--- src/rtl/pk_host_pkg.sv ---
// Shared protocol definitions for the control-panel link: FN indices, command
// prefixes, poll byte and status reply layout. The panel unit uses the same values.
package pk_host_pkg;

  typedef enum logic [2:0] {ST_IDLE, ST_SEND, ST_WAIT, ST_GAP, ST_RX} st_e;

  localparam logic [3:0] FN_START = 4'd0;
  localparam logic [3:0] FN_MODE  = 4'd1;
  localparam logic [3:0] FN_CLOCK = 4'd2;
  localparam logic [3:0] FN_STOPN = 4'd3;
  localparam logic [3:0] FN_CLEAR = 4'd11;

  localparam logic [2:0] PFX_FN   = 3'b001;
  localparam logic [1:0] PFX_K0   = 2'b01;
  localparam logic [2:0] PFX_K1   = 3'b100;
  localparam logic [2:0] PFX_K2   = 3'b101;
  localparam logic [2:0] PFX_POLL = 3'b110;
  localparam logic [3:0] PFX_ROT  = 4'b1110;
  localparam logic [7:0] CMD_POLL = {PFX_POLL, 5'd0};

  // Reply byte 3: [7:4] rotary echo, [3] wait, [0] alarm; bits 2:1 reserved.
  localparam int R3_ROT_LSB = 4;
  localparam int R3_WAIT    = 3;
  localparam int R3_ALARM   = 0;

  function automatic logic [7:0] fn_byte(input logic [3:0] fn, input logic val);
    return {PFX_FN, fn, val};
  endfunction

endpackage

--- src/rtl/pk_status_rx.sv ---
// Status reply collector: counts four bytes on rx_busy falling edges after arm,
// then updates all LED-level outputs at once, or gives up after RX_TIMEOUT clocks.
module pk_status_rx import pk_host_pkg::*; #(
  parameter int unsigned RX_TIMEOUT = 5_000_000
) (
  input  logic        clk,
  input  logic        rst_,
  input  logic        arm,
  input  logic [7:0]  rx_byte,
  input  logic        rx_busy,
  output logic        done,
  output logic        timeout,
  output logic [15:0] w,
  output logic [7:0]  led,
  output logic [3:0]  rot_echo,
  output logic        wait_led,
  output logic        alarm_led
);

  logic        busy_q, active_q, active_d, done_q, done_d, tmo_hit_q, tmo_hit_d;
  logic [1:0]  cnt_q, cnt_d;
  logic [31:0] tmo_q, tmo_d;
  logic [7:0]  b0_q, b0_d, b1_q, b1_d, b2_q, b2_d, led_q, led_d;
  logic [15:0] w_q, w_d;
  logic [3:0]  rot_q, rot_d;
  logic        wait_q, wait_d, alarm_q, alarm_d, fall;

  assign fall = busy_q & ~rx_busy;

  always_comb begin
    active_d = active_q; cnt_d = cnt_q; tmo_d = tmo_q;
    b0_d = b0_q; b1_d = b1_q; b2_d = b2_q;
    w_d = w_q; led_d = led_q; rot_d = rot_q; wait_d = wait_q; alarm_d = alarm_q;
    done_d = 1'b0; tmo_hit_d = 1'b0;
    if (arm) begin
      active_d = 1'b1; cnt_d = 2'd0; tmo_d = '0;
    end else if (active_q) begin
      tmo_d = tmo_q + 32'd1;
      if (fall) begin
        cnt_d = cnt_q + 2'd1;
        case (cnt_q)
          2'd0: b0_d = rx_byte;
          2'd1: b1_d = rx_byte;
          2'd2: b2_d = rx_byte;
          default: begin
            w_d      = {b0_q, b1_q};
            led_d    = b2_q;
            rot_d    = rx_byte[R3_ROT_LSB +: 4];
            wait_d   = rx_byte[R3_WAIT];
            alarm_d  = rx_byte[R3_ALARM];
            done_d   = 1'b1;
            active_d = 1'b0;
          end
        endcase
      end else if (tmo_q + 32'd1 >= RX_TIMEOUT) begin
        tmo_hit_d = 1'b1;
        active_d  = 1'b0;
      end
    end
  end

  always_ff @(posedge clk or negedge rst_) begin
    if (!rst_) begin
      busy_q <= 1'b0; active_q <= 1'b0; cnt_q <= 2'd0; tmo_q <= '0;
      b0_q <= '0; b1_q <= '0; b2_q <= '0;
      w_q <= '0; led_q <= '0; rot_q <= '0; wait_q <= 1'b0; alarm_q <= 1'b0;
      done_q <= 1'b0; tmo_hit_q <= 1'b0;
    end else begin
      busy_q <= rx_busy; active_q <= active_d; cnt_q <= cnt_d; tmo_q <= tmo_d;
      b0_q <= b0_d; b1_q <= b1_d; b2_q <= b2_d;
      w_q <= w_d; led_q <= led_d; rot_q <= rot_d; wait_q <= wait_d; alarm_q <= alarm_d;
      done_q <= done_d; tmo_hit_q <= tmo_hit_d;
    end
  end

  assign done = done_q;
  assign timeout = tmo_hit_q;
  assign w = w_q;
  assign led = led_q;
  assign rot_echo = rot_q;
  assign wait_led = wait_q;
  assign alarm_led = alarm_q;

endmodule

--- src/rtl/pk_host.sv ---
// Host end of the panel link: change detection against shadows, fixed-priority
// command selection, UART transmit handshake, auto-poll and reply reassembly.
module pk_host import pk_host_pkg::*; #(
  parameter int unsigned POLL_CYCLES = 2_500_000,
  parameter int unsigned GAP_CYCLES  = 64,
  parameter int unsigned RX_TIMEOUT  = 5_000_000
) (
  input  logic        clk,
  input  logic        rst_,
  input  logic [15:0] keys,
  input  logic        sw_start,
  input  logic        sw_mode,
  input  logic        sw_clock,
  input  logic [8:0]  press,
  input  logic [3:0]  rotary,
  input  logic        poll_req,
  output logic [7:0]  tx_byte,
  output logic        send,
  input  logic        tx_busy,
  input  logic [7:0]  rx_byte,
  input  logic        rx_busy,
  output logic [15:0] w,
  output logic [7:0]  led,
  output logic [3:0]  rot_echo,
  output logic        wait_led,
  output logic        alarm_led,
  output logic        status_valid,
  output logic        status_timeout
);

  st_e         state_q, state_d;
  logic [15:0] keys_q, sh_keys_q, sh_keys_d;
  logic [2:0]  sw_q, sh_sw_q, sh_sw_d;
  logic [3:0]  rot_q, sh_rot_q, sh_rot_d;
  logic [8:0]  press_pend_q, press_pend_d, press_clr;
  logic        poll_pend_q, poll_pend_d, poll_clr, auto_hit;
  logic [31:0] poll_cnt_q, poll_cnt_d, gap_cnt_q, gap_cnt_d;
  logic        is_poll_q, is_poll_d, found, arm;
  logic [7:0]  tx_byte_q, tx_byte_d;
  logic [2:0]  idx;

  always_comb begin
    state_d = state_q; tx_byte_d = tx_byte_q; is_poll_d = is_poll_q;
    sh_keys_d = sh_keys_q; sh_sw_d = sh_sw_q; sh_rot_d = sh_rot_q;
    gap_cnt_d = gap_cnt_q; poll_cnt_d = poll_cnt_q;
    press_clr = '0; poll_clr = 1'b0; found = 1'b0; idx = 3'd0;
    send = 1'b0; arm = 1'b0;
    auto_hit = (POLL_CYCLES != 0) && (poll_cnt_q == '0);
    if (POLL_CYCLES != 0 && poll_cnt_q != '0) poll_cnt_d = poll_cnt_q - 32'd1;
    for (int i = 7; i >= 0; i--) if (press_pend_q[i]) idx = 3'(i);
    case (state_q)
      ST_IDLE: begin
        found = 1'b1;
        is_poll_d = 1'b0;
        if (press_pend_q[8]) begin
          tx_byte_d = fn_byte(FN_CLEAR, 1'b1); press_clr[8] = 1'b1;
        end else if (sw_q[0] != sh_sw_q[0]) begin
          tx_byte_d = fn_byte(FN_START, sw_q[0]); sh_sw_d[0] = sw_q[0];
        end else if (sw_q[1] != sh_sw_q[1]) begin
          tx_byte_d = fn_byte(FN_MODE, sw_q[1]); sh_sw_d[1] = sw_q[1];
        end else if (sw_q[2] != sh_sw_q[2]) begin
          tx_byte_d = fn_byte(FN_CLOCK, sw_q[2]); sh_sw_d[2] = sw_q[2];
        end else if (|press_pend_q[7:0]) begin
          tx_byte_d = fn_byte(FN_STOPN + {1'b0, idx}, 1'b1); press_clr[idx] = 1'b1;
        end else if (rot_q != sh_rot_q) begin
          tx_byte_d = {PFX_ROT, rot_q}; sh_rot_d = rot_q;
        end else if (keys_q[5:0] != sh_keys_q[5:0]) begin
          tx_byte_d = {PFX_K0, keys_q[5:0]}; sh_keys_d[5:0] = keys_q[5:0];
        end else if (keys_q[10:6] != sh_keys_q[10:6]) begin
          tx_byte_d = {PFX_K1, keys_q[10:6]}; sh_keys_d[10:6] = keys_q[10:6];
        end else if (keys_q[15:11] != sh_keys_q[15:11]) begin
          tx_byte_d = {PFX_K2, keys_q[15:11]}; sh_keys_d[15:11] = keys_q[15:11];
        end else if (poll_pend_q) begin
          tx_byte_d = CMD_POLL; is_poll_d = 1'b1; poll_clr = 1'b1;
          poll_cnt_d = POLL_CYCLES - 32'd1;
        end else begin
          found = 1'b0;
        end
        if (found) state_d = ST_SEND;
      end
      ST_SEND: begin
        send = 1'b1;
        if (tx_busy) state_d = ST_WAIT;
      end
      ST_WAIT: begin
        gap_cnt_d = '0;
        if (!tx_busy) begin
          state_d = is_poll_q ? ST_RX : ST_GAP;
          arm = is_poll_q;
        end
      end
      ST_GAP: begin
        if (gap_cnt_q + 32'd1 >= GAP_CYCLES) state_d = ST_IDLE;
        else gap_cnt_d = gap_cnt_q + 32'd1;
      end
      ST_RX: begin
        gap_cnt_d = '0;
        if (status_valid || status_timeout) state_d = ST_GAP;
      end
      default: state_d = ST_IDLE;
    endcase
    // A fresh request in the load cycle survives the clear; the counter reload does not.
    press_pend_d = (press_pend_q & ~press_clr) | press;
    poll_pend_d  = (poll_pend_q & ~poll_clr) | poll_req | (auto_hit & ~poll_clr);
  end

  always_ff @(posedge clk or negedge rst_) begin
    if (!rst_) begin
      state_q <= ST_IDLE; tx_byte_q <= '0; is_poll_q <= 1'b0;
      keys_q <= '0; sw_q <= '0; rot_q <= 4'd1;
      sh_keys_q <= '0; sh_sw_q <= '0; sh_rot_q <= 4'd1;
      press_pend_q <= '0; poll_pend_q <= 1'b0;
      poll_cnt_q <= POLL_CYCLES - 32'd1; gap_cnt_q <= '0;
    end else begin
      state_q <= state_d; tx_byte_q <= tx_byte_d; is_poll_q <= is_poll_d;
      keys_q <= keys; sw_q <= {sw_clock, sw_mode, sw_start}; rot_q <= rotary;
      sh_keys_q <= sh_keys_d; sh_sw_q <= sh_sw_d; sh_rot_q <= sh_rot_d;
      press_pend_q <= press_pend_d; poll_pend_q <= poll_pend_d;
      poll_cnt_q <= poll_cnt_d; gap_cnt_q <= gap_cnt_d;
    end
  end

  assign tx_byte = tx_byte_q;

  pk_status_rx #(.RX_TIMEOUT(RX_TIMEOUT)) u_rx (
    .clk(clk), .rst_(rst_), .arm(arm), .rx_byte(rx_byte), .rx_busy(rx_busy),
    .done(status_valid), .timeout(status_timeout), .w(w), .led(led),
    .rot_echo(rot_echo), .wait_led(wait_led), .alarm_led(alarm_led)
  );

endmodule

--- config.mk ---
export PLATFORM = sky130hd
export DESIGN_NAME = pk_host
export DESIGN_NICKNAME = d
export VERILOG_FILES = /design/src/rtl/pk_host_pkg.sv /design/src/rtl/pk_status_rx.sv /design/src/rtl/pk_host.sv
export SDC_FILE = /design/constraint.sdc
export NUM_CORES = 1
export LEC_CHECK = 0
export BUFFER_PORTS_ARGS = -buffer_cell sky130_fd_sc_hd__clkbuf_2
export CAP_MARGIN = 10
export CORE_UTILIZATION = 65
export DETAILED_ROUTE_END_ITERATION = 10
export PLACE_DENSITY = 0.84
export SLEW_MARGIN = 20
export SYNTH_ARGS = -nofsm -noshare
export SYNTH_HDL_FRONTEND = slang
export SYNTH_SLANG_ARGS = --single-unit
--- constraint.sdc ---
create_clock -name clk -period 5.2 [get_ports clk]
set_input_delay 1.3 -clock clk [delete_from_list [all_inputs] [get_ports clk]]
set_output_delay 1.3 -clock clk [all_outputs]
set_load 0.01 [all_outputs]
==> results of run 1 <==
==> cells by family (layout without fill, tap and decap cells) <==
kind of cell,after synthesis,after routing,synth area share
buffers and inverters,60,161,0.0243
multiplexers,82,82,0.0837
XOR/XNOR,92,92,0.0734
flip-flops,224,224,0.512
AND/OR/NAND/NOR,414,414,0.206
adder cells (fa/ha/maj),11,11,0.0123
AO/OA/AOI/OAI,141,141,0.0880
==> sequential cells by signal, indices dropped and copies added, names as in the netlist, 4 cells and up <==
register,cells
u_rx.b1_q,8
sh_rot_q,4
rot_q,4
sh_keys_q,16
tx_byte,8
keys_q,16
u_rx.rot_echo,4
u_rx.b0_q,8
poll_cnt_q,32
u_rx.tmo_q,32
u_rx.w,16
u_rx.led,8
gap_cnt_q,32
u_rx.b2_q,8
press_pend_q,9
==> layout make-up <==
type                    count  area (µm²)  share of cell area
repair buffers             92         508              0.0409
inverters                  25        93.8             0.00755
multi-input cells         740        5090               0.410
clock buffers              34         668              0.0537
well taps                 220         275              0.0221
clock inverters            10         171              0.0138
flip-flops and latches    224        5620               0.452
==> worst max-delay path, cell delays in order, from the launching register on <==
cell and delay [ns]:
sky130_fd_sc_hd__dfrtp_1 0.50, sky130_fd_sc_hd__nor2_1 0.29, sky130_fd_sc_hd__nand2_1 0.17, sky130_fd_sc_hd__nor2_1 0.30
sky130_fd_sc_hd__nand3_1 0.20, sky130_fd_sc_hd__nor3_2 0.55, sky130_fd_sc_hd__and3_1 0.81, sky130_fd_sc_hd__o21bai_1 0.16
==> where the power goes <==
part,switching [mW],total (mW),internal (mW)
combinational,0.286,0.477,0.191
clock,0.693,1.79,1.10
sequential,0.0978,1.92,1.82
total,1.08,4.19,3.12
==> final timing paths <==
kind	startpoint	end	slack, ns	cells past startpoint
setup / recovery	state_q[0]	poll_pend_q	2.06	7
hold / removal	tx_byte[4]	tx_byte[4]	0.48	2
setup reg to reg	state_q[0]	poll_pend_q	2.06	7
hold reg to reg	tx_byte[4]	tx_byte[4]	0.48	2
max in group asynchronous	rst_	poll_cnt_q[13]	3.34	3
min in group asynchronous	rst_	press_pend_q[1]	0.68	1
==> metal layers <==
layer	GRT usage	up-vias	wire, µm
li1	-	3830	-
met1	0.370	3997	9980
met2	0.471	236	11500
met3	0.0481	51	1250
met4	0.0885	0	616
met5	0	-	0
==> stage by stage <==
stage	setup slack, ns	hold WS (ns)	util
finish	2.06	0.479	0.752
global route	1.74	0.499	0.752
CTS	2.02	0.486	0.751
detailed placement	1.92	0.472	0.700
global placement	2.01	0.464	0.700
floorplan	2.51	0.469	-
==> layout by cell type (no fill, tap or decap), types with 4 or more instances in the layout <==
| cell | netlist | layout |
|---|---|---|
| sky130_fd_sc_hd__a211oi_1 | 4 | 4 |
| sky130_fd_sc_hd__a21o_1 | 12 | 12 |
| sky130_fd_sc_hd__a21oi_1 | 22 | 22 |
| sky130_fd_sc_hd__a221oi_1 | 5 | 5 |
| sky130_fd_sc_hd__a22oi_1 | 6 | 6 |
| sky130_fd_sc_hd__a311oi_1 | 5 | 5 |
| sky130_fd_sc_hd__a31oi_1 | 11 | 11 |
| sky130_fd_sc_hd__and2_1 | 32 | 32 |
| sky130_fd_sc_hd__and3_1 | 16 | 16 |
| sky130_fd_sc_hd__and4_1 | 9 | 9 |
| sky130_fd_sc_hd__buf_4 | 2 | 6 |
| sky130_fd_sc_hd__bufinv_16 | 0 | 4 |
| sky130_fd_sc_hd__clkbuf_1 | 18 | 7 |
| sky130_fd_sc_hd__clkbuf_16 | 0 | 24 |
| sky130_fd_sc_hd__clkbuf_2 | 0 | 84 |
| sky130_fd_sc_hd__dfrtp_1 | 210 | 210 |
| sky130_fd_sc_hd__dfstp_2 | 14 | 14 |
| sky130_fd_sc_hd__ha_1 | 10 | 10 |
| sky130_fd_sc_hd__inv_1 | 25 | 25 |
| sky130_fd_sc_hd__mux2_2 | 77 | 77 |
| sky130_fd_sc_hd__mux2i_1 | 4 | 4 |
| sky130_fd_sc_hd__nand2_1 | 74 | 74 |
| sky130_fd_sc_hd__nand2b_1 | 14 | 14 |
| sky130_fd_sc_hd__nand3_1 | 40 | 40 |
| sky130_fd_sc_hd__nand4_1 | 36 | 36 |
| sky130_fd_sc_hd__nor2_1 | 96 | 96 |
| sky130_fd_sc_hd__nor2b_1 | 9 | 9 |
| sky130_fd_sc_hd__nor3_1 | 26 | 26 |
| sky130_fd_sc_hd__nor3b_1 | 4 | 4 |
| sky130_fd_sc_hd__nor4_1 | 12 | 11 |
| sky130_fd_sc_hd__nor4_2 | 4 | 5 |
| sky130_fd_sc_hd__o21ai_0 | 32 | 32 |
| sky130_fd_sc_hd__o21bai_1 | 5 | 5 |
| sky130_fd_sc_hd__o31ai_1 | 4 | 4 |
| sky130_fd_sc_hd__or3_1 | 9 | 9 |
| sky130_fd_sc_hd__or4_1 | 5 | 5 |
| sky130_fd_sc_hd__xnor2_1 | 44 | 44 |
| sky130_fd_sc_hd__xor2_1 | 48 | 48 |
==> impl_metrics.prom, run 1 <==
# TYPE chip_impl_metric gauge
chip_impl_info{name="result_of_the_run",value="complete, no violations"} 1
chip_impl_info{name="start_kind",value="flop"} 1
chip_impl_metric{name="syn_area",unit="µm²"} 11000
chip_impl_metric{name="first_global_vias",unit=""} 8196
chip_impl_metric{name="drive_above_1_share",unit=""} 0.219
chip_impl_info{name="synth.most_common_cell",value="sky130_fd_sc_hd__dfrtp_1"} 1
chip_impl_metric{name="vdd_ir_drop_max",unit="µV"} 272
chip_impl_metric{name="fin_skew",unit="ns"} 0.0102
chip_impl_metric{name="maxSlewViolCount",unit=""} 0
chip_impl_metric{name="via_count",unit=""} 8114
chip_impl_metric{name="max-slew-margin-rel",unit=""} 0.420
chip_impl_metric{name="synth.yosys.warnings",unit=""} 0
chip_impl_metric{name="min_period",unit="ns"} 3.14
chip_impl_info{name="post_synth_main_area_contributors",value="sky130_fd_sc_hd__dfrtp_1, sky130_fd_sc_hd__mux2_2, sky130_fd_sc_hd__xor2_1"} 1
chip_impl_metric{name="remaining_global_route_overflow",unit=""} 0
chip_impl_info{name="critPathKind",value="reg -> reg"} 1
chip_impl_metric{name="post-route-period-util",unit=""} 0.605
chip_impl_metric{name="dieArea",unit="µm²"} 17400
chip_impl_metric{name="filler_cell_count",unit=""} 1073
chip_impl_info{name="cts_tree",value="built"} 1
chip_impl_metric{name="chipWidth",unit="µm"} 132
chip_impl_info{name="ys_top_cells_by_count",value="sky130_fd_sc_hd__dfrtp_1, sky130_fd_sc_hd__nor2_1, sky130_fd_sc_hd__mux2_2"} 1
chip_impl_metric{name="async_sr_flop_fraction",unit=""} 1.00
chip_impl_metric{name="max-cap-violations",unit=""} 0
chip_impl_metric{name="antenna_violations_before_repair",unit=""} 0
chip_impl_metric{name="drtAntennaViolNets",unit=""} 0
chip_impl_metric{name="std_cell_rows",unit=""} 47
chip_impl_metric{name="final.setup.tns",unit="ns"} 0
chip_impl_info{name="synth-main-ff-cell",value="sky130_fd_sc_hd__dfrtp_1"} 1
chip_impl_metric{name="via_per_inst",unit=""} 6.03
chip_impl_metric{name="dpl.cell_count",unit=""} 1300
chip_impl_metric{name="postCtsSetupBuffers",unit=""} 0
chip_impl_metric{name="place_area",unit="µm²"} 11600
chip_impl_metric{name="post-dp-hpwl",unit="µm"} 15000
chip_impl_metric{name="count_of_routing_violations_after_the_opening_detailed_route_iteration",unit=""} 518
chip_impl_metric{name="synth_fp_nets",unit=""} 1079
chip_impl_metric{name="highest_clock_rate",unit="MHz"} 318
chip_impl_metric{name="place.port_buffers",unit=""} 85
chip_impl_metric{name="cts.reportedPaths.clkPinSlew",unit="ns"} 0.06
chip_impl_metric{name="final_cell_count_no_fill",unit=""} 1345
chip_impl_metric{name="num_antenna_cells",unit=""} 0
chip_impl_metric{name="floorplan.initialDensity",unit=""} 0.664
chip_impl_metric{name="max-clock-path-buffers",unit=""} 3
chip_impl_metric{name="worst_tran_pin_value",unit="ns"} 0.847
chip_impl_metric{name="die-height",unit="µm"} 132
chip_impl_metric{name="wl",unit="µm"} 23400
chip_impl_metric{name="number_of_iterations_in_the_first_detailed_routing_pass",unit=""} 4
chip_impl_metric{name="num_io_pins",unit=""} 86
chip_impl_metric{name="ys_seq_elements",unit=""} 224
chip_impl_metric{name="syn_to_final_growth",unit="%"} 13.3
chip_impl_metric{name="report.power.total",unit="mW"} 4.19
chip_impl_metric{name="synth-edff-count",unit=""} 0
chip_impl_metric{name="grt_max_degree",unit=""} 140
chip_impl_metric{name="fp.coreArea",unit="µm²"} 16500
chip_impl_info{name="clockRootBuffer",value="sky130_fd_sc_hd__clkbuf_16"} 1
chip_impl_metric{name="syn-mean-instance-area",unit="µm²"} 10.7
chip_impl_metric{name="power_leakage",unit="nW"} 5.76
chip_impl_metric{name="detail_route.wl_per_cell",unit="µm"} 17.4
chip_impl_metric{name="synthDistinctLibCells",unit=""} 77
chip_impl_metric{name="clk_latency",unit="ns"} 0.52
chip_impl_info{name="grt_setup_unrepaired",value="no"} 1
chip_impl_info{name="timing.hold.worst.class",value="reg -> reg"} 1
chip_impl_metric{name="syn_inst",unit=""} 1024
chip_impl_metric{name="final_area",unit="µm²"} 12400
chip_impl_metric{name="worstPathMaxFanout",unit=""} 22
chip_impl_metric{name="final_weighted_congestion_in_routability_driven_placement",unit=""} 0.875
chip_impl_metric{name="post_route_drc_violation_count",unit=""} 0
chip_impl_metric{name="tritoncts_num_sinks",unit=""} 224
chip_impl_metric{name="p_per_area",unit="nW/µm²"} 337
chip_impl_metric{name="area_fraction_of_the_dominant_cell_type_after_synthesis",unit=""} 0.479
chip_impl_metric{name="tritoncts.num_buffers",unit=""} 24
chip_impl_metric{name="worst_ep_arrival_time",unit="ns"} 3.51
chip_impl_metric{name="grt_pass1_wl",unit="µm"} 39900
chip_impl_metric{name="hold_violations",unit=""} 0
chip_impl_metric{name="grt_use_total",unit=""} 0.279
chip_impl_info{name="synth_top_area_cell",value="sky130_fd_sc_hd__dfrtp_1"} 1
chip_impl_metric{name="nets",unit=""} 1162
chip_impl_metric{name="cts-htree-levels",unit=""} 1
chip_impl_metric{name="setup_violators_final",unit=""} 0
chip_impl_metric{name="worst-endpoint-required",unit="ns"} 5.56
chip_impl_metric{name="cts.repair.resized",unit=""} 0
chip_impl_metric{name="cts_hold_buf",unit=""} 0
chip_impl_metric{name="seq_total_area_yosys",unit=""} 0.512
chip_impl_info{name="cp-end-kind",value="flop"} 1
Power figures use the tool's default switching activity.
==> inputs of run 2 (changes only) <==
- CORE_UTILIZATION: 65 -> 60
- PLACE_DENSITY: 0.84 -> 0.79
- clock period: 5.2 -> 3.12 ns (I/O delays scaled with it)
==> impl_metrics.prom, run 2 (same netlist as run 1, synthesis figures left out) <==
# TYPE chip_impl_metric gauge
chip_impl_info{name="result_of_the_run",value="complete, no violations"} 1
chip_impl_metric{name="die-height",unit="µm"} 137
chip_impl_metric{name="detail_route.wl_per_cell",unit="µm"} 16.9
chip_impl_info{name="critPathKind",value="reg -> reg"} 1
chip_impl_metric{name="worst_tran_pin_value",unit="ns"} 0.722
chip_impl_metric{name="syn_to_final_growth",unit="%"} 13.0
chip_impl_metric{name="power_leakage",unit="nW"} 5.76
chip_impl_metric{name="maxSlewViolCount",unit=""} 0
chip_impl_metric{name="cts-htree-levels",unit=""} 1
chip_impl_metric{name="first_global_vias",unit=""} 7778
chip_impl_metric{name="p_per_area",unit="nW/µm²"} 534
chip_impl_metric{name="filler_cell_count",unit=""} 1343
chip_impl_metric{name="tritoncts.num_buffers",unit=""} 23
chip_impl_metric{name="via_per_inst",unit=""} 5.85
chip_impl_metric{name="worst-endpoint-required",unit="ns"} 3.50
chip_impl_metric{name="hold_violations",unit=""} 0
chip_impl_metric{name="postCtsSetupBuffers",unit=""} 0
chip_impl_metric{name="sequential_cell_area",unit="µm²"} 5620
chip_impl_metric{name="remaining_global_route_overflow",unit=""} 0
chip_impl_metric{name="floorplan.initialDensity",unit=""} 0.611
chip_impl_metric{name="count_of_routing_violations_after_the_opening_detailed_route_iteration",unit=""} 448
chip_impl_metric{name="chipWidth",unit="µm"} 137
chip_impl_metric{name="area_of_the_multi_input_gates",unit="µm²"} 5090
chip_impl_metric{name="grt_use_total",unit=""} 0.254
chip_impl_metric{name="post-route-period-util",unit=""} 0.951
chip_impl_metric{name="cts.reportedPaths.clkPinSlew",unit="ns"} 0.06
chip_impl_metric{name="worstPathMaxFanout",unit=""} 26
chip_impl_info{name="grt_setup_unrepaired",value="no"} 1
chip_impl_metric{name="std_cell_rows",unit=""} 49
chip_impl_metric{name="drtAntennaViolNets",unit=""} 0
chip_impl_metric{name="grt_max_degree",unit=""} 86
chip_impl_metric{name="drive_above_1_share",unit=""} 0.225
chip_impl_metric{name="fin_skew",unit="ns"} 0.0139
chip_impl_info{name="timing.rr.start",value="gap_cnt_q[0]"} 1
chip_impl_metric{name="num_io_pins",unit=""} 86
chip_impl_metric{name="worst_r2r_path_depth",unit=""} 9
chip_impl_metric{name="wl",unit="µm"} 23100
chip_impl_metric{name="highest_clock_rate",unit="MHz"} 337
chip_impl_metric{name="post_route_drc_violation_count",unit=""} 0
chip_impl_metric{name="via_count",unit=""} 7977
chip_impl_info{name="start_kind",value="flop"} 1
chip_impl_metric{name="final_weighted_congestion_in_routability_driven_placement",unit=""} 0.944
chip_impl_info{name="registers_with_the_most_flip_flops",value="gap_cnt_q x32, poll_cnt_q x32, u_rx.tmo_q x32"} 1
chip_impl_metric{name="fp.coreArea",unit="µm²"} 18000
chip_impl_metric{name="clk_latency",unit="ns"} 0.51
chip_impl_metric{name="cts_hold_buf",unit=""} 0
chip_impl_metric{name="post-route-util",unit=""} 0.691
chip_impl_metric{name="antenna_violations_before_repair",unit=""} 1
chip_impl_metric{name="worst_ep_arrival_time",unit="ns"} 3.35
chip_impl_info{name="clockRootBuffer",value="sky130_fd_sc_hd__clkbuf_16"} 1
chip_impl_metric{name="hold_slack",unit="ns"} 0.273
chip_impl_info{name="layout.cells.most_common_list",value="sky130_fd_sc_hd__dfrtp_1, sky130_fd_sc_hd__nor2_1, sky130_fd_sc_hd__clkbuf_2"} 1
chip_impl_metric{name="post-dp-hpwl",unit="µm"} 15700
chip_impl_info{name="timing.hold.worst.class",value="in -> async"} 1
chip_impl_metric{name="vdd_ir_drop_max",unit="µV"} 464
chip_impl_metric{name="max-clock-path-buffers",unit=""} 3
chip_impl_info{name="layout_commonest_cell",value="sky130_fd_sc_hd__dfrtp_1"} 1
chip_impl_metric{name="final.setup.tns",unit="ns"} 0
chip_impl_metric{name="regToRegSetupSlack",unit="ns"} 0.15
chip_impl_metric{name="max-slew-margin-rel",unit=""} 0.519
chip_impl_metric{name="max-cap-violations",unit=""} 0
chip_impl_metric{name="grt_pass1_wl",unit="µm"} 38300
chip_impl_info{name="worstReg2RegEnd",value="gap_cnt_q[0]"} 1
chip_impl_metric{name="nets",unit=""} 1171
chip_impl_metric{name="setup_violators_final",unit=""} 0
chip_impl_metric{name="min_period",unit="ns"} 2.97
chip_impl_metric{name="tritoncts_num_sinks",unit=""} 224
chip_impl_info{name="cts_tree",value="built"} 1
chip_impl_metric{name="dieArea",unit="µm²"} 18800
chip_impl_metric{name="report.power.total",unit="mW"} 6.62
chip_impl_metric{name="place.port_buffers",unit=""} 85
chip_impl_metric{name="number_of_iterations_in_the_first_detailed_routing_pass",unit=""} 5
chip_impl_info{name="cp-end-kind",value="flop"} 1
chip_impl_metric{name="cts.repair.resized",unit=""} 0
-- run 2: power by group --
part           switching (mW)  total [mW]  internal [mW]
combinational           0.471       0.790          0.319
clock                    1.11        2.63           1.52
sequential              0.164        3.20           3.04
-- run 2: worst max path at each step --
stage              endpoint     startpoint  cells past startpoint  slack (ns)
3_5_place_dp   gap_cnt_q[0]   gap_cnt_q[0]                      9        0.26
4_1_cts        gap_cnt_q[0]   gap_cnt_q[0]                      9        0.24
2_1_floorplan  u_rx.timeout  u_rx.tmo_q[0]                     10        0.52
3_3_place_gp   gap_cnt_q[0]   gap_cnt_q[0]                      9        0.40
6_report       gap_cnt_q[0]   gap_cnt_q[0]                      9        0.15
5_1_grt        gap_cnt_q[0]   gap_cnt_q[0]                      9        0.03
-- run 2: stage by stage --
stage	setup slack (ns)	instances	cell area, µm²
after floorplan	0.524	1024	11000
after detailed placement	0.263	1320	11700
after global placement	0.401	1320	11700
final	0.152	1363	12400
after global routing	0.0284	1362	12400
after CTS	0.243	1362	12400
-- run 2: layer usage --
layer / part of all wire / track usage / vias to the layer above
met2: 0.48 / 0.417 / 200
met5: 0 / 0 / -
met1: 0.45 / 0.349 / 3915
met3: 0.057 / 0.0515 / 28
li1: - / - / 3834
met4: 0.013 / 0.0604 / 0
-- run 2: final cells by class --
type	count	area share
diodes	1	0.000202
well taps	229	0.0231
inverters	25	0.00756
clock inverters	10	0.00656
clock buffers	32	0.0515
flip-flops and latches	224	0.453
repair buffers	102	0.0474
multi-input cells	740	0.410
-- run 2: critical path, cell delays in order, from the launching register on --
cell,delay (ns)
sky130_fd_sc_hd__dfrtp_1,0.41
sky130_fd_sc_hd__ha_1,0.22
sky130_fd_sc_hd__nand3_1,0.30
sky130_fd_sc_hd__nor2_1,0.36
sky130_fd_sc_hd__nand4_1,0.19
sky130_fd_sc_hd__nor3b_1,0.32
sky130_fd_sc_hd__o2111a_1,0.25
sky130_fd_sc_hd__and4_4,0.29
sky130_fd_sc_hd__a21oi_4,0.16
sky130_fd_sc_hd__mux2_2,0.33
==> inputs of run 3 (changes only) <==
- ABC_AREA: default -> 1
- CORE_UTILIZATION: 60 -> 65
- PLACE_DENSITY: 0.79 -> 0.84
- SLEW_MARGIN: 20 -> default
- clock period: 3.12 -> 3.8 ns (I/O delays scaled with it)
==> impl_metrics.prom, run 3 <==
# TYPE chip_impl_metric gauge
chip_impl_metric{name="syn_to_final_growth",unit="%"} 12.5
chip_impl_info{name="timing.hold.worst.class",value="in -> async"} 1
chip_impl_metric{name="placement.setup.worst_slack",unit="ns"} 1.01
chip_impl_metric{name="fp.coreArea",unit="µm²"} 17400
chip_impl_metric{name="hold_violations",unit=""} 0
chip_impl_metric{name="synth.yosys.warnings",unit=""} 0
chip_impl_metric{name="final_area",unit="µm²"} 13100
chip_impl_metric{name="worst_r2r_path_depth",unit=""} 14
chip_impl_metric{name="final_weighted_congestion_in_routability_driven_placement",unit=""} 0.943
chip_impl_metric{name="async_sr_flop_fraction",unit=""} 1.00
chip_impl_metric{name="cts.reportedPaths.clkPinSlew",unit="ns"} 0.06
chip_impl_metric{name="power_frac_clock",unit=""} 0.426
chip_impl_metric{name="syn_inst",unit=""} 1552
chip_impl_metric{name="seq_total_area_yosys",unit=""} 0.482
chip_impl_metric{name="place_area",unit="µm²"} 12300
chip_impl_info{name="synth-main-ff-cell",value="sky130_fd_sc_hd__dfrtp_1"} 1
chip_impl_info{name="synth.most_common_cell",value="sky130_fd_sc_hd__nand2_1"} 1
chip_impl_metric{name="intPower",unit="mW"} 4.07
chip_impl_metric{name="synthDistinctLibCells",unit=""} 47
chip_impl_metric{name="grt_use_total",unit=""} 0.312
chip_impl_metric{name="final.setup.worst_slack",unit="ns"} 1.17
chip_impl_info{name="registers_with_the_most_flip_flops",value="gap_cnt_q x32, poll_cnt_q x32, u_rx.tmo_q x32"} 1
chip_impl_metric{name="remaining_global_route_overflow",unit=""} 0
chip_impl_metric{name="num_io_pins",unit=""} 86
chip_impl_metric{name="global_route.usage.met1",unit=""} 0.419
chip_impl_metric{name="detail_route.wl_per_cell",unit="µm"} 14.9
chip_impl_metric{name="tritoncts_num_sinks",unit=""} 224
chip_impl_metric{name="antenna_violations_before_repair",unit=""} 0
chip_impl_metric{name="post-route-period-util",unit=""} 0.693
chip_impl_metric{name="syn_area",unit="µm²"} 11700
chip_impl_metric{name="ys_seq_elements",unit=""} 224
chip_impl_info{name="ys_top_cells_by_count",value="sky130_fd_sc_hd__nand2_1, sky130_fd_sc_hd__nor2_1, sky130_fd_sc_hd__dfrtp_1"} 1
chip_impl_metric{name="met3_track_utilization_from_global_routing",unit=""} 0.0369
chip_impl_metric{name="drive_above_1_share",unit=""} 0.109
chip_impl_metric{name="vdd_ir_drop_max",unit="µV"} 395
chip_impl_info{name="clockRootBuffer",value="sky130_fd_sc_hd__clkbuf_16"} 1
chip_impl_info{name="grt_busiest_layer",value="met2"} 1
chip_impl_info{name="cts_tree",value="built"} 1
chip_impl_metric{name="postCtsSetupBuffers",unit=""} 0
chip_impl_metric{name="chipWidth",unit="µm"} 136
chip_impl_metric{name="floorplan.initialDensity",unit=""} 0.670
chip_impl_metric{name="count_of_routing_violations_after_the_opening_detailed_route_iteration",unit=""} 781
chip_impl_metric{name="number_of_iterations_in_the_first_detailed_routing_pass",unit=""} 6
chip_impl_metric{name="via_count",unit=""} 10383
chip_impl_metric{name="fin_skew",unit="ns"} 0.0119
chip_impl_metric{name="wl",unit="µm"} 28000
chip_impl_metric{name="die-height",unit="µm"} 136
chip_impl_metric{name="num_antenna_cells",unit=""} 0
chip_impl_metric{name="power.switching",unit="mW"} 1.45
chip_impl_metric{name="gr-usage-met2",unit=""} 0.525
chip_impl_info{name="cp-end-kind",value="flop"} 1
chip_impl_metric{name="filler_cell_count",unit=""} 1315
chip_impl_metric{name="via_per_inst",unit=""} 5.50
chip_impl_metric{name="p_seq_frac",unit=""} 0.465
chip_impl_metric{name="post-route-util",unit=""} 0.754
chip_impl_metric{name="max-cap-violations",unit=""} 0
chip_impl_metric{name="std_cell_rows",unit=""} 48
chip_impl_info{name="layout_commonest_cell",value="sky130_fd_sc_hd__nand2_1"} 1
chip_impl_metric{name="p_per_area",unit="nW/µm²"} 420
chip_impl_metric{name="cts-htree-levels",unit=""} 1
chip_impl_metric{name="dieArea",unit="µm²"} 18500
chip_impl_metric{name="worst_tran_pin_value",unit="ns"} 0.824
chip_impl_metric{name="grt_pass1_wl",unit="µm"} 46000
chip_impl_metric{name="hold_slack",unit="ns"} 0.358
chip_impl_metric{name="cts.repair.resized",unit=""} 0
chip_impl_metric{name="tritoncts.num_buffers",unit=""} 24
chip_impl_metric{name="post_route_drc_violation_count",unit=""} 0
chip_impl_metric{name="syn-mean-instance-area",unit="µm²"} 7.52
chip_impl_metric{name="max-clock-path-buffers",unit=""} 3
chip_impl_metric{name="synth-edff-count",unit=""} 0
chip_impl_info{name="critPathKind",value="reg -> reg"} 1
chip_impl_metric{name="worst-endpoint-required",unit="ns"} 4.18
chip_impl_metric{name="worstPathMaxFanout",unit=""} 5
chip_impl_metric{name="report.power.total",unit="mW"} 5.52
chip_impl_metric{name="setup_violators_final",unit=""} 0
chip_impl_metric{name="grt_max_degree",unit=""} 92
chip_impl_info{name="post_synth_main_area_contributors",value="sky130_fd_sc_hd__dfrtp_1, sky130_fd_sc_hd__nand2_1, sky130_fd_sc_hd__nor2_1"} 1
chip_impl_metric{name="nets",unit=""} 1701
chip_impl_info{name="worstReg2RegEnd",value="u_rx.timeout"} 1
chip_impl_metric{name="place.port_buffers",unit=""} 85
chip_impl_metric{name="worst_ep_arrival_time",unit="ns"} 3.01
chip_impl_metric{name="first_global_vias",unit=""} 9838
chip_impl_metric{name="clk_latency",unit="ns"} 0.52
chip_impl_info{name="synth_top_area_cell",value="sky130_fd_sc_hd__dfrtp_1"} 1
chip_impl_info{name="grt_setup_unrepaired",value="no"} 1
chip_impl_metric{name="area_fraction_of_the_dominant_cell_type_after_synthesis",unit=""} 0.450
chip_impl_metric{name="maxSlewViolCount",unit=""} 0
chip_impl_metric{name="synth_fp_nets",unit=""} 1607
chip_impl_metric{name="final.setup.tns",unit="ns"} 0
chip_impl_metric{name="regToRegSetupSlack",unit="ns"} 1.17
chip_impl_metric{name="drtAntennaViolNets",unit=""} 0
chip_impl_metric{name="dpl.cell_count",unit=""} 1845
chip_impl_metric{name="min_period",unit="ns"} 2.63
chip_impl_metric{name="netSwitchingFraction",unit=""} 0.263
chip_impl_metric{name="max-slew-margin-rel",unit=""} 0.449
chip_impl_info{name="start_kind",value="flop"} 1
chip_impl_metric{name="highest_clock_rate",unit="MHz"} 380
chip_impl_info{name="layout.cells.most_common_list",value="sky130_fd_sc_hd__nand2_1, sky130_fd_sc_hd__nor2_1, sky130_fd_sc_hd__dfrtp_1"} 1
chip_impl_info{name="result_of_the_run",value="complete, no violations"} 1
chip_impl_metric{name="cts_hold_buf",unit=""} 0
chip_impl_metric{name="post-dp-hpwl",unit="µm"} 20000
chip_impl_metric{name="pwr-share-comb",unit=""} 0.109
chip_impl_metric{name="power_leakage",unit="nW"} 7.07
chip_impl_metric{name="final_cell_count_no_fill",unit=""} 1888
chip_impl_info{name="timing.rr.start",value="u_rx.tmo_q[0]"} 1
[run 3: cells by family (layout without fill, tap and decap cells)]
kind of cell	Yosys count	in the layout	share of synthesized area
simple gates	898	898	0.324
flops	224	224	0.482
buf+inv	224	335	0.0743
compound gates	144	144	0.0689
xor+xnor	46	46	0.0345
fa+ha+maj	10	10	0.0107
mux	6	6	0.00568
[run 3: worst max-delay path by stage]
stage                              from          endpoint  depth (start not counted)
after floorplan                 rx_busy       u_rx.led[4]                          9
after global placement          rx_busy  u_rx.rot_echo[3]                         10
after detailed placement        rx_busy    u_rx.alarm_led                         10
after CTS                  gap_cnt_q[0]     gap_cnt_q[23]                         14
after global routing       gap_cnt_q[0]     gap_cnt_q[17]                         14
final                     u_rx.tmo_q[0]      u_rx.timeout                         14
[run 3: layout make-up]
type                       instances  area, µm²  share of cell area
sequential                       224       5620               0.428
clock inverter                     9        135              0.0103
timing repair buffer              89        490              0.0373
inverter                         203        763              0.0581
tap                              225        282              0.0214
clock buffer                      34        658              0.0501
multi-input combinational       1104       5190               0.395
[run 3: worst max-delay path, stage by stage, from the launching register on]
cell and delay (ns):
sky130_fd_sc_hd__dfrtp_1 0.43, sky130_fd_sc_hd__ha_1 0.24, sky130_fd_sc_hd__nand2_1 0.11, sky130_fd_sc_hd__nor2_1 0.31, sky130_fd_sc_hd__nand2_1 0.18, sky130_fd_sc_hd__nor2_1 0.36
sky130_fd_sc_hd__nand2_1 0.11, sky130_fd_sc_hd__nand2_1 0.07, sky130_fd_sc_hd__nand2_1 0.07, sky130_fd_sc_hd__nor2_1 0.16, sky130_fd_sc_hd__nand3_1 0.09, sky130_fd_sc_hd__nor2_1 0.15
sky130_fd_sc_hd__nand2_1 0.09, sky130_fd_sc_hd__nand2_1 0.09, sky130_fd_sc_hd__nor2_1 0.04
[run 3: metal layers]
layer,wire (µm),vias to the layer above,share of wire
li1,-,5096,-
met1,12200,4845,0.44
met4,875,0,0.031
met3,1510,85,0.054
met2,13400,357,0.48
met5,0,-,0
[run 3: power groups by stage]
stage / combinational (mW) / clock (mW) / sequential [mW]
after floorplan: 0.427 / 0 / 2.58
final: 0.604 / 2.35 / 2.57
after global placement: 0.579 / 0 / 2.60
after CTS: 0.607 / 2.37 / 2.56
after global routing: 0.687 / 2.47 / 2.57
after detailed placement: 0.598 / 0 / 2.60
